## src/rtl/lint_datapath_arbiter.sv

```systemverilog
// rtl/lint_datapath_arbiter.sv - round-robin arbiter sharing one registered output stage between three requesters
//
// Ports:
//   clk        in   clock, all state updates on the rising edge
//   reset      in   synchronous active-high reset
//   check      in   arbitration enable; low blocks new grants and releases the current one
//   req[2:0]   in   per-requester request
//   data1[1:0] in   requester 0 payload (zero-extended)
//   data2[2:0] in   requester 1 payload (zero-extended)
//   data3[3:0] in   requester 2 payload (zero-extended)
//   gnt[2:0]   out  registered one-hot grant, zero when idle
//   ack[2:0]   out  combinational beat-accept strobe
//   out_valid  out  output stage holds a beat
//   out_data   out  output payload
//   out_src    out  index of the requester that produced out_data
//   out_ready  in   consumer accepts the output beat this cycle
module lint_datapath_arbiter #(
    parameter int MAX_BURST = 4,
    parameter int DATA_W    = 4
) (
    input  logic              clk,
    input  logic              reset,
    input  logic              check,
    input  logic [2:0]        req,
    input  logic [1:0]        data1,
    input  logic [2:0]        data2,
    input  logic [3:0]        data3,
    output logic [2:0]        gnt,
    output logic [2:0]        ack,
    output logic              out_valid,
    output logic [DATA_W-1:0] out_data,
    output logic [1:0]        out_src,
    input  logic              out_ready
);

    typedef enum logic {IDLE, GRANT} state_t;

    state_t      state_q, state_d;
    logic [2:0]  gnt_q, gnt_d;
    logic [3:0]  cnt_q, cnt_d;
    logic [1:0]  last_q, last_d;

    logic        stage_free;
    logic        ack_any;
    logic        release_now;
    logic [1:0]  g_idx;
    logic [1:0]  cand0, cand1, cand2;
    logic [1:0]  winner;
    logic [DATA_W-1:0] sel_data;

    function automatic logic [1:0] next3(input logic [1:0] x);
        return (x == 2'd2) ? 2'd0 : x + 2'd1;
    endfunction

    // State register
    always_ff @(posedge clk) begin
        if (reset) begin
            state_q <= IDLE;
            gnt_q   <= 3'b000;
            cnt_q   <= 4'd0;
            last_q  <= 2'd2;
        end else begin
            state_q <= state_d;
            gnt_q   <= gnt_d;
            cnt_q   <= cnt_d;
            last_q  <= last_d;
        end
    end

    // Round-robin search order starts just after the last released requester
    always_comb begin
        cand0  = next3(last_q);
        cand1  = next3(cand0);
        cand2  = next3(cand1);
        winner = cand0;
        if (req[cand0])      winner = cand0;
        else if (req[cand1]) winner = cand1;
        else if (req[cand2]) winner = cand2;
    end

    // Next-state logic
    always_comb begin
        state_d     = state_q;
        gnt_d       = gnt_q;
        cnt_d       = cnt_q;
        last_d      = last_q;
        release_now = 1'b0;
        case (state_q)
            IDLE: begin
                if (check && (|req)) begin
                    state_d = GRANT;
                    gnt_d   = 3'b001 << winner;
                    cnt_d   = 4'd0;
                end
            end
            GRANT: begin
                release_now = !req[g_idx] || !check ||
                              (ack_any && (cnt_q == 4'(MAX_BURST - 1)));
                if (ack_any) cnt_d = cnt_q + 4'd1;
                if (release_now) begin
                    state_d = IDLE;
                    gnt_d   = 3'b000;
                    cnt_d   = 4'd0;
                    last_d  = g_idx;
                end
            end
            default: begin
                state_d = IDLE;
                gnt_d   = 3'b000;
            end
        endcase
    end

    // Output logic: grant decode, accept strobe and payload select
    always_comb begin
        g_idx      = gnt_q[2] ? 2'd2 : (gnt_q[1] ? 2'd1 : 2'd0);
        stage_free = !out_valid || out_ready;
        ack        = gnt_q & req & {3{stage_free}};
        ack_any    = |ack;
        gnt        = gnt_q;
        case (g_idx)
            2'd0:    sel_data = DATA_W'(data1);
            2'd1:    sel_data = DATA_W'(data2);
            default: sel_data = DATA_W'(data3);
        endcase
    end

    // Output stage: a load in the same cycle as a drain replaces the beat without a bubble
    always_ff @(posedge clk) begin
        if (reset) begin
            out_valid <= 1'b0;
            out_data  <= '0;
            out_src   <= 2'd0;
        end else if (ack_any) begin
            out_valid <= 1'b1;
            out_data  <= sel_data;
            out_src   <= g_idx;
        end else if (out_valid && out_ready) begin
            out_valid <= 1'b0;
        end
    end

endmodule

```

## config.mk

```make
export PLATFORM = sky130hd
export DESIGN_NAME = lint_datapath_arbiter
export DESIGN_NICKNAME = d
export VERILOG_FILES = /design/src/rtl/lint_datapath_arbiter.sv
export SDC_FILE = /design/constraint.sdc
export NUM_CORES = 1
export LEC_CHECK = 0
export ABC_AREA = 1
export CORE_ASPECT_RATIO = 1.75
export CORE_MARGIN = 2
export CORE_UTILIZATION = 44
export CTS_BUF_LIST = sky130_fd_sc_hd__clkbuf_2
export DETAILED_ROUTE_END_ITERATION = 6
export GPL_TIMING_DRIVEN = 1
export MAX_ROUTING_LAYER = met4
export PLACE_DENSITY = 0.83
export SLEW_MARGIN = 10
export SYNTH_ARGS = -nofsm -noshare
export SYNTH_HDL_FRONTEND = slang
export SYNTH_SLANG_ARGS = --single-unit
```

## constraint.sdc

```tcl
create_clock -name clk -period 1.4 [get_ports clk]
set_input_delay 0.42 -clock clk [delete_from_list [all_inputs] [get_ports clk]]
set_output_delay 0.42 -clock clk [all_outputs]
set_load 0.02 [all_outputs]
```

==> results by stage <==
Global routing:
- Global routing consumed, over all layers together, between 20 and 30% of the routing resources.
- The leftover overflow at the end of global routing is 0.
- The initial antenna violation count came to 0.
- The first global-routing pass estimated around 5200 um of wire.
- Entering global routing, the biggest net connects 11 pins.
- The via count of the first global-routing pass is roughly 1200.

Detailed routing:
- In the final routed layout, each cell accounts on average for between 15 and 20 um.
- The final layout contains routed wiring with a total length of 3760 um.
- Summing over every cut layer, the via total after detailed routing is 1319.
- The first detailed-routing pass ran for 5 iterations.
- The number of design-rule violations left by the first detailed-router iteration is 54.
- The count of antenna-violating nets left after detailed routing is 0.
- In the routed design, unresolved DRC markers number 0.
- Using the TritonRoute via totals, the vias-per-cell ratio works out to roughly 5.5.

CTS:
- The cell sitting at the root of the clock tree is a sky130_fd_sc_hd__clkbuf_2.
- The CTS buffer count is 3.
- In this run the number of H-tree levels came out at 1.
- The clock reaches the later pin of the worst-skew pair after 0.31 ns.
- No sink is reached through more buffers than the 2 on the longest clock path.
- The TritonCTS clock tree is yes.
- The total clock sinks is 17.
- The number of hold buffers added after CTS was 0.
- The register clock-pin slew on the reported worst setup and hold paths is 0.17 ns.

Yosys:
- The leading cell type by number of instances after synthesis is sky130_fd_sc_hd__nand2_1.
- The total nets after synthesis is around 180.
- Of the synthesized area, sequential elements account for between 30% and 40%.
- The post-synthesis cell count is 162.
- The average instance in the mapped netlist occupies 6.49 sq um.
- After synthesis, the cell types taking the most area are sky130_fd_sc_hd__dfxtp_1 32%, sky130_fd_sc_hd__nand2_1 18%, sky130_fd_sc_hd__inv_1 8.9%.
- The synthesized design spends more area on one cell type than any other, namely sky130_fd_sc_hd__dfxtp_1.
- The number of storage elements in the synthesis netlist is 17.
- The post-synthesis instance area is between 0.001 and 0.0015 sq mm.
- For this run, asynchronously set or reset flops after synthesis account for 0%.
- The count of flip-flops with a built-in enable after synthesis is 0.
- Summed over its instances, the top area cell type makes up between 30% and 40% of the synthesized netlist area.
- By count the netlist is led by 50 x sky130_fd_sc_hd__nand2_1, 25 x sky130_fd_sc_hd__inv_1, 17 x sky130_fd_sc_hd__dfxtp_1, 14 x sky130_fd_sc_hd__nand3_1, 9 x sky130_fd_sc_hd__a21oi_1.
- The number of unique standard cell types used by synthesis is 26.
- For this run, the number of Yosys warnings is 0.
- In the synthesized netlist the dominant register cell turns out to be sky130_fd_sc_hd__dfxtp_1.

Die:
- The horizontal die dimension is 40.9 um.
- The core region is ~0.0023 sq mm.
- The floorplan step defined a die boundary enclosing approximately 0.0028 sq mm.
- 29 I/O pins were placed.
- Row generation in the floorplan step produced 23 rows.
- The die is roughly 70 um tall.
- The initial core utilization is approximately 46%.

Hold path:
- Counting instances, the worst hold path has a depth of 2.
- The start point of the worst hold path is out_src[1].
- For hold timing, the worst endpoint is out_src[1].
- The path class of the tightest hold or removal check is reg2reg.

Critical path:
- The end of the worst register-to-register path is last_q[0].
- The critical path class is reg2reg.
- For flop-to-flop paths, the worst setup slack is -0.11 ns.
- The kind of capture point of the worst setup path is a flop.
- The worst register-to-register path begins at gnt[2].
- The critical path required time is about 1.6 ns.
- STA puts the critical path data arrival time at about 1.7 ns.
- Of all nets on the critical path, the largest fanout is 7.
- The cell depth of the worst flop-to-flop path is 11.
- The worst setup path is launched from a flop.

Status:
- The flow ran to the end, but the final reports show violations.
- The checks that failed: negative setup slack.

Timing:
- The final critical-path required period is between 1.5 and 2 ns.
- The count of endpoints failing setup in the final report is 14.
- Setup repair after global routing could not meet its margin everywhere.
- The count of pins over their slew limit is 0.
- The post-route fraction of the period consumed by the critical path is 108%.
- The worst pin sits at a relative slew slack of around four fifths.
- The final worst clock skew is 0.00275 ns.
- The count of final hold-check violations is 0.
- For the pin with the worst max-slew slack, the measured transition is roughly 0.29 ns.
- The maximum clock frequency is 0.663 GHz.
- Once routing completed, OpenROAD measured the worst setup slack at -0.108 ns.

Power and ir drop:
- The power per unit of standard cell area is between 700 and 800 mW/mm^2.
- Summed over all cells, the static leakage comes to about 0.00083 uW.
- The worst vdd rail ir drop is between 500 and 600 uV.

Layout:
- The net count reported at finish is between 200 and 250.
- The area growth from synthesis to layout is 57.4%.
- The final instance area is about 0.0017 sq mm.
- The final core utilization is roughly 73%.
- The post-route netlist has between 40% and 50% of its cells at a drive strength greater than 1.
- The number of antenna diodes in the final layout is 0.

Place:
- Once detailed placement completed, the half-perimeter wirelength came to 2300 um.
- The weighted congestion at the end of routability-driven global placement is 0.910.
- In this run the cell area measured after placement is around 0.0015 sq mm.
- The quantity of I/O buffers inserted on ports is 28.

Flow run:
- Across the run, the number of max-cap violations was 0.
## logic make-up (layout without fill, tap and decap cells)
logic type / Yosys count / in the layout / share of synthesized area (%)
simple gates: 93 / 93 / 43.2
buf+inv: 30 / 81 / 11.7
compound gates: 21 / 21 / 11.5
fa+ha+maj: 1 / 1 / 1.19
flops: 17 / 17 / 32.4
## worst max path at each step
stage / slack [ns] / start / end / depth (start not counted)
2_1_floorplan: 0.05 / out_valid / cnt_q[3] / 9
3_3_place_gp: -0.82 / out_ready / ack[1] / 6
3_5_place_dp: -0.84 / out_ready / ack[1] / 6
4_1_cts: -0.04 / req[1] / ack[1] / 6
5_1_grt: -0.18 / gnt[2] / last_q[0] / 11
6_report: -0.11 / gnt[2] / last_q[0] / 11
## worst max-delay path: stages, from the launching register on
cell and delay, ns:
sky130_fd_sc_hd__dfxtp_2 0.37, sky130_fd_sc_hd__buf_4 0.18, sky130_fd_sc_hd__inv_2 0.08, sky130_fd_sc_hd__nand3_1 0.11
sky130_fd_sc_hd__nand3_2 0.11, sky130_fd_sc_hd__nand2_2 0.07, sky130_fd_sc_hd__inv_4 0.09, sky130_fd_sc_hd__nand2_4 0.05
sky130_fd_sc_hd__nand2_4 0.11, sky130_fd_sc_hd__clkinv_2 0.09, sky130_fd_sc_hd__nor2_1 0.11, sky130_fd_sc_hd__nor2_1 0.06
## state kept, by name (all words and copies together), names as in the netlist
| signal | count |
|---|---|
| cnt_q | 4 |
| gnt | 3 |
| last_q | 2 |
| out_data | 4 |
| out_src | 2 |
| out_valid | 1 |
| state_q | 1 |
## repair_timing
action	CTS	global route
setup buffers	3	3
resized for setup	76	45
setup endpoints to repair	30	29
pin swaps	8	6
## stage by stage
step | instances | worst slack, ns | power (uW) | hold slack (ns) | TNS (ns)
2_1_floorplan | 162 | 0.0455 | 748 | 0.470 | 0
3_3_place_gp | 228 | -0.819 | 903 | 0.452 | -10.42
3_5_place_dp | 228 | -0.843 | 915 | 0.463 | -11.22
4_1_cts | 235 | -0.0370 | 1150 | 0.484 | -0.0886
5_1_grt | 238 | -0.181 | 1280 | 0.512 | -1.69
6_report | 238 | -0.108 | 1230 | 0.481 | -0.696
## layout make-up
class                      instances  area (sq um)
timing repair buffer              50           429
sequential                        17           357
tap                               25          31.3
fill                             163           619
clock buffer                       4          20.0
inverter                          27           105
multi-input combinational        115           712
## cell usage in the layout (no fill, tap or decap), types with 2 or more instances in the layout
cell type                         Yosys  layout
sky130_fd_sc_hd__nand2_1             50      42
sky130_fd_sc_hd__buf_4                2      20
sky130_fd_sc_hd__inv_1               25      15
sky130_fd_sc_hd__inv_2                0      10
sky130_fd_sc_hd__clkdlybuf4s50_1      0      10
sky130_fd_sc_hd__clkbuf_2             0       9
sky130_fd_sc_hd__nand2_2              4       8
sky130_fd_sc_hd__nand3_1             14       8
sky130_fd_sc_hd__dfxtp_1             17       8
sky130_fd_sc_hd__buf_6                0       8
sky130_fd_sc_hd__nand3_2              2       7
sky130_fd_sc_hd__a21oi_1              9       7
sky130_fd_sc_hd__dfxtp_2              0       7
sky130_fd_sc_hd__nand2_4              2       6
sky130_fd_sc_hd__nor2_1               8       6
sky130_fd_sc_hd__nand4_1              5       5
sky130_fd_sc_hd__o21ai_0              4       4
sky130_fd_sc_hd__nor2_4               0       3
sky130_fd_sc_hd__nor2_2               4       3
sky130_fd_sc_hd__clkdlybuf4s15_1      0       3
sky130_fd_sc_hd__nand3_4              1       2
sky130_fd_sc_hd__o21ai_1              2       2
sky130_fd_sc_hd__a21oi_2              0       2
sky130_fd_sc_hd__a41oi_1              2       2
sky130_fd_sc_hd__dlygate4sd2_1        0       2
sky130_fd_sc_hd__dfxtp_4              0       2
## metal layers
layer / GRT usage [%] / wire length, um / vias up / share of wire (%)
li1: - / - / 624 / -
met1: 27.7 / 1350 / 632 / 36
met2: 50.2 / 2110 / 48 / 56
met3: 2.88 / 155 / 15 / 4.1
met4: 12.5 / 146 / 0 / 3.9
met5: - / 0 / - / 0
## where the power goes
part | switching (uW) | internal, uW | leakage (uW)
logic | 251 | 188 | 0.000668
clock network | 164 | 75.7 | 0.0000166
registers | 35.4 | 516 | 0.000142
Power figures use the tool's default switching activity.
